===== src/rtl/wb_cmd_master_pkg.sv =====
// rtl/wb_cmd_master_pkg.sv - opcodes, status codes and FSM states for wb_cmd_master
// Purpose: shared constants for the byte-command Wishbone initiator.
// Ports: none (package).
package wb_cmd_master_pkg;

  localparam logic [7:0] OP_WR      = 8'h01;
  localparam logic [7:0] OP_RD      = 8'h02;

  localparam logic [7:0] ST_OK      = 8'hA5;
  localparam logic [7:0] ST_TIMEOUT = 8'hE1;
  localparam logic [7:0] ST_BADOP   = 8'hE2;

  typedef enum logic [2:0] {
    S_IDLE  = 3'd0,
    S_ADDR  = 3'd1,
    S_WDATA = 3'd2,
    S_BUS   = 3'd3,
    S_STAT  = 3'd4,
    S_RDAT  = 3'd5
  } state_t;

endpackage


===== src/rtl/wb_cmd_master.sv =====
// rtl/wb_cmd_master.sv - byte-stream command channel to single-beat Wishbone initiator
// Purpose: parses OP/ADDR[/WDATA] packets, runs one classic Wishbone cycle, returns
//   STATUS[/RDATA] bytes.
// Ports:
//   i_clk, i_rst                  clock, synchronous active-high reset
//   i_rx_data/valid, o_rx_ready   command byte stream in
//   o_tx_data/valid, i_tx_ready   response byte stream out
//   o_wb_addr/dat/we/cyc          Wishbone initiator outputs
//   i_wb_dat, i_wb_ack            Wishbone slave response
//   o_busy                        high whenever not idle
module wb_cmd_master
  import wb_cmd_master_pkg::*;
#(
  parameter logic [15:0] BUS_TIMEOUT  = 16'd1000,
  parameter logic [15:0] RX_GAP_LIMIT = 16'd50000
) (
  input  logic        i_clk,
  input  logic        i_rst,
  input  logic [7:0]  i_rx_data,
  input  logic        i_rx_valid,
  output logic        o_rx_ready,
  output logic [7:0]  o_tx_data,
  output logic        o_tx_valid,
  input  logic        i_tx_ready,
  output logic [31:0] o_wb_addr,
  output logic [31:0] o_wb_dat,
  output logic        o_wb_we,
  output logic        o_wb_cyc,
  input  logic [31:0] i_wb_dat,
  input  logic        i_wb_ack,
  output logic        o_busy
);

  state_t      state, state_nxt;
  logic [1:0]  bcnt;
  logic [15:0] cnt;
  logic [15:0] cnt_inc;
  logic        is_rd;
  logic [31:0] addr_r, wdat_r, rdat_r;
  logic [7:0]  status_r;
  logic        rx_fire, tx_fire, gap_hit, to_hit;

  assign rx_fire = i_rx_valid & o_rx_ready;
  assign tx_fire = o_tx_valid & i_tx_ready;
  assign cnt_inc = cnt + 16'd1;

  // cnt is shared: idle cycles between bytes while parsing, cycles of cyc high in BUS.
  // Hits fire on the edge where the count would reach the limit, so cyc stays high
  // exactly BUS_TIMEOUT cycles. An ack in the same cycle beats the timeout.
  assign gap_hit = (RX_GAP_LIMIT != 16'd0) && !rx_fire && (cnt_inc == RX_GAP_LIMIT);
  assign to_hit  = (BUS_TIMEOUT != 16'd0) && !i_wb_ack && (cnt_inc == BUS_TIMEOUT);

  assign o_wb_addr = addr_r;
  assign o_wb_dat  = wdat_r;
  assign o_wb_we   = (state == S_BUS) && !is_rd;

  always_ff @(posedge i_clk) begin
    if (i_rst) state <= S_IDLE;
    else       state <= state_nxt;
  end

  always_comb begin
    state_nxt  = state;
    o_rx_ready = 1'b0;
    o_tx_valid = 1'b0;
    o_tx_data  = 8'h00;
    o_wb_cyc   = 1'b0;
    o_busy     = (state != S_IDLE);
    case (state)
      S_IDLE: begin
        o_rx_ready = 1'b1;
        if (rx_fire) begin
          if (i_rx_data == OP_WR || i_rx_data == OP_RD) state_nxt = S_ADDR;
          else                                           state_nxt = S_STAT;
        end
      end
      S_ADDR: begin
        o_rx_ready = 1'b1;
        if (rx_fire && bcnt == 2'd3) state_nxt = is_rd ? S_BUS : S_WDATA;
        else if (gap_hit)            state_nxt = S_IDLE;
      end
      S_WDATA: begin
        o_rx_ready = 1'b1;
        if (rx_fire && bcnt == 2'd3) state_nxt = S_BUS;
        else if (gap_hit)            state_nxt = S_IDLE;
      end
      S_BUS: begin
        o_wb_cyc = 1'b1;
        if (i_wb_ack || to_hit) state_nxt = S_STAT;
      end
      S_STAT: begin
        o_tx_valid = 1'b1;
        o_tx_data  = status_r;
        if (tx_fire) state_nxt = (is_rd && status_r == ST_OK) ? S_RDAT : S_IDLE;
      end
      S_RDAT: begin
        o_tx_valid = 1'b1;
        o_tx_data  = rdat_r[31:24];
        if (tx_fire && bcnt == 2'd3) state_nxt = S_IDLE;
      end
      default: state_nxt = S_IDLE;
    endcase
  end

  always_ff @(posedge i_clk) begin
    if (i_rst) begin
      bcnt     <= 2'd0;
      cnt      <= 16'd0;
      is_rd    <= 1'b0;
      addr_r   <= 32'd0;
      wdat_r   <= 32'd0;
      rdat_r   <= 32'd0;
      status_r <= 8'h00;
    end else begin
      case (state)
        S_IDLE: begin
          bcnt <= 2'd0;
          cnt  <= 16'd0;
          if (rx_fire) begin
            is_rd    <= (i_rx_data == OP_RD);
            // Overwritten in BUS for valid opcodes; survives only for a bad op.
            status_r <= ST_BADOP;
          end
        end
        S_ADDR, S_WDATA: begin
          if (rx_fire) begin
            if (state == S_ADDR) addr_r <= {addr_r[23:0], i_rx_data};
            else                 wdat_r <= {wdat_r[23:0], i_rx_data};
            bcnt <= bcnt + 2'd1;
            cnt  <= 16'd0;
          end else if (cnt != 16'hFFFF) begin
            cnt <= cnt_inc;
          end
        end
        S_BUS: begin
          if (cnt != 16'hFFFF) cnt <= cnt_inc;
          if (i_wb_ack) begin
            status_r <= ST_OK;
            if (is_rd) rdat_r <= i_wb_dat;
          end else if (to_hit) begin
            status_r <= ST_TIMEOUT;
          end
        end
        S_STAT: begin
          bcnt <= 2'd0;
          cnt  <= 16'd0;
        end
        S_RDAT: begin
          if (tx_fire) begin
            rdat_r <= {rdat_r[23:0], 8'h00};
            bcnt   <= bcnt + 2'd1;
          end
        end
        default: ;
      endcase
    end
  end

endmodule

===== config.mk =====
export PLATFORM = sky130hd
export DESIGN_NAME = wb_cmd_master
export DESIGN_NICKNAME = d
export VERILOG_FILES = /design/src/rtl/wb_cmd_master_pkg.sv /design/src/rtl/wb_cmd_master.sv
export SDC_FILE = /design/constraint.sdc
export NUM_CORES = 1
export LEC_CHECK = 0
export CAP_MARGIN = 25
export CORE_MARGIN = 1.5
export CORE_UTILIZATION = 43
export DETAILED_ROUTE_END_ITERATION = 10
export MAX_ROUTING_LAYER = met4
export PLACE_DENSITY = 0.77
export SLEW_MARGIN = 20
export SYNTH_ARGS = -nofsm -noshare
export SYNTH_HDL_FRONTEND = slang
export SYNTH_SLANG_ARGS = --single-unit

===== constraint.sdc =====
create_clock -name i_clk -period 3.2 [get_ports i_clk]
set_input_delay 0.64 -clock i_clk [delete_from_list [all_inputs] [get_ports i_clk]]
set_output_delay 0.64 -clock i_clk [all_outputs]
set_load 0.01 [all_outputs]

==> qor.txt <==
VDD IR max = 390.0 uV
CP required = 2.56 ns
post-route antenna net violation count = 0
status = finished, final reports clean
final net count = 844
max-cap viol count = 0
count of final max-slew check failures = 0
DR pass1 iterations = 5
initial core utilization = 0.4402
setup_tns = 0 ns
yosys warns = 0
top cells by count, synth = 222 x nand2_1, 123 x dfxtp_1, 90 x a21oi_1
Post-synth EDFFs = 0
Finished Layout Cells = 956
hpwl dp = 9.158 mm
Synth cell types = 48
Synth Instances = 695
CP max stage cell = dfxtp_1
cell area after synthesis = 5288 sq um
initial antenna violation count = 0
FFs w/ async S/R, synth = 0
vias per inst = 5.401
std cell rows = 40
DR WL/cell = 14.10 um
RSZ-0062 raised after global routing = false
DRC errors left = 0
clk_skew = 0.007924 ns
CTS tree = built
critical path fanouts, max = 16
vias in the first global route = 4754
Fillers = 1073
largest net degree at the start of global routing = 62
Seq cells post-synth = 123
leakage = 0.002395 uW
drt total wl = 13.48 mm
CTS root buf = clkbuf_16
total CTS buffers = 17
Sink Count = 123
Worst-path clk slew = 0.06 ns
critical path cell sequence = nand2b_1, inv_1, and3_1, clkdlybuf4s50_1
most frequent cell after synthesis = nand2_1
Final Cycle Share = 0.9078
worst slew pin tran = 0.9405 ns
die height = 113.9 um
Worst Path Class, Setup = reg2out
Worst setup SP type = flip-flop
area grow syn2layout = 34.60%
minimum clock period = 2.905 ns
post-synth top area share = 0.4657
HP Class = reg2reg
ratio of cells with drive above 1 in the final layout = 0.05933
Final GP Congestion = 0.8931
DR vias = 5163
first-pass GRT wire length = 22.24 mm
PD cells = 489.9 nW/um^2
Max stage delay on crit path = 0.63 ns
Rel. slew slack = 0.3730
most common flop cell mapped by yosys = dfxtp_1
CTS Buffer Depth = 2
port bufs = 121
DIE AREA = 12970 sq um
Core ar. = 12010 sq um
Worst setup EP type = primary output
Synth area leader = dfxtp_1
Area contributors post-synth = dfxtp_1 47%, nand2_1 16%, a21oi_1 8.5%
I/O pin total = 122
H-tree depth reported by CTS = 4
Post-Place Cells = 925
fmax = 0.3443 GHz
Syn Nets = 742
die extent in x = 113.9 um
final hold violation count = 0
GRT Residual Overflow = 0
n_diodes = 0
Total GRT Usage = 0.2192
sequential share of the synthesized area = 0.4657
1st-iter DRT viols = 668
Clock Latency Late Sink = 0.41 ns
Final Setup Violations = 0
Synth Area per Inst = 7.608 sq um
Worst EP arrival = 2.26 ns
layout make-up:
type / instances / area, sq um / share of cell area
inverters: 11 / 41.29 / 0.005802
clock buffers: 24 / 481.7 / 0.06769
flip-flops and latches: 123 / 2464 / 0.3462
multi-input cells: 514 / 2604 / 0.3659
clock inverters: 7 / 66.31 / 0.009318
repair buffers: 130 / 1276 / 0.1793
well taps: 147 / 183.9 / 0.02584
layer usage:
layer / part of all wire / vias up / GRT usage
met3: 0.069 / 15 / 0.05420
li1: - / 2559 / -
met2: 0.47 / 192 / 0.3498
met4: 0.017 / 0 / 0.08667
met5: 0 / - / -
met1: 0.45 / 2397 / 0.2671
critical path: cells and delay by family, from the launching register on:
family / cells / cell delay (ns)
AND/OR/NAND/NOR: 2 / 0.55
flip-flops: 1 / 0.63
buffers and inverters: 2 / 0.66
where the power goes:
group	internal, uW	switching [uW]	total, uW
sequential	1540	10.4	1550
combinational	84.7	87.2	172
clock	1120	646	1760
total	2740	743	3490
cells in the final DEF (no fill, tap or decap), types with 14 or more instances in the layout:
master | synthesis | layout
nand3_1 | 22 | 22
nand2_1 | 222 | 222
a311oi_1 | 24 | 24
o21ai_0 | 14 | 14
nor2_1 | 54 | 54
clkbuf_16 | 0 | 17
a21oi_1 | 90 | 90
clkdlybuf4s50_1 | 0 | 120
dfxtp_1 | 123 | 122
registers in the layout, indices dropped and copies added (netlist names):
signal and cells:
o_wb_dat 32, state 3, status_r 5, is_rd 1, rdat_r 32, o_wb_addr 32, cnt 16, bcnt 2
cells by family after synthesis:
| group | count (synthesis) | share of synthesized area |
|---|---|---|
| AO/OA/AOI/OAI | 147 | 0.1682 |
| XOR/XNOR | 19 | 0.03147 |
| buffers and inverters | 58 | 0.04307 |
| AND/OR/NAND/NOR | 342 | 0.2792 |
| multiplexers | 3 | 0.005679 |
| adder cells (fa/ha/maj) | 3 | 0.006625 |
| flip-flops | 123 | 0.4657 |
path summary, 6_finish.rpt:
| check | start | endpoint | slack, ns | depth (start not counted) |
|---|---|---|---|---|
| worst max-delay path | state[1] | o_tx_data[4] | 0.30 | 4 |
| worst min register to register | o_wb_addr[29] | o_wb_addr[29] | 0.45 | 2 |
| worst min-delay path | o_wb_addr[29] | o_wb_addr[29] | 0.45 | 2 |
| worst max register to register | cnt[1] | status_r[1] | 0.57 | 7 |
stage by stage:
stage | setup slack [ns] | total power [uW] | hold slack [ns] | area (sq um) | utilization
floorplan | 0.8488 | 1654 | 0.4321 | 5288 | -
finish | 0.2952 | 3487 | 0.4509 | 7117 | 0.5925
CTS | 0.1077 | 3510 | 0.4509 | 7116 | 0.5924
global placement | 0.5831 | 1751 | 0.4401 | 6568 | 0.5468
detailed placement | 0.5145 | 1753 | 0.4457 | 6568 | 0.5468
global route | 0.1238 | 3596 | 0.4600 | 7117 | 0.5925
timing repair:
action / CTS / global route
setup endpoints to repair: 0 / 1
setup buffers: 0 / 0
resized for setup: 0 / 1
hold buffers: 0 / 0
Note: power is estimated with default switching activity, not from simulation.
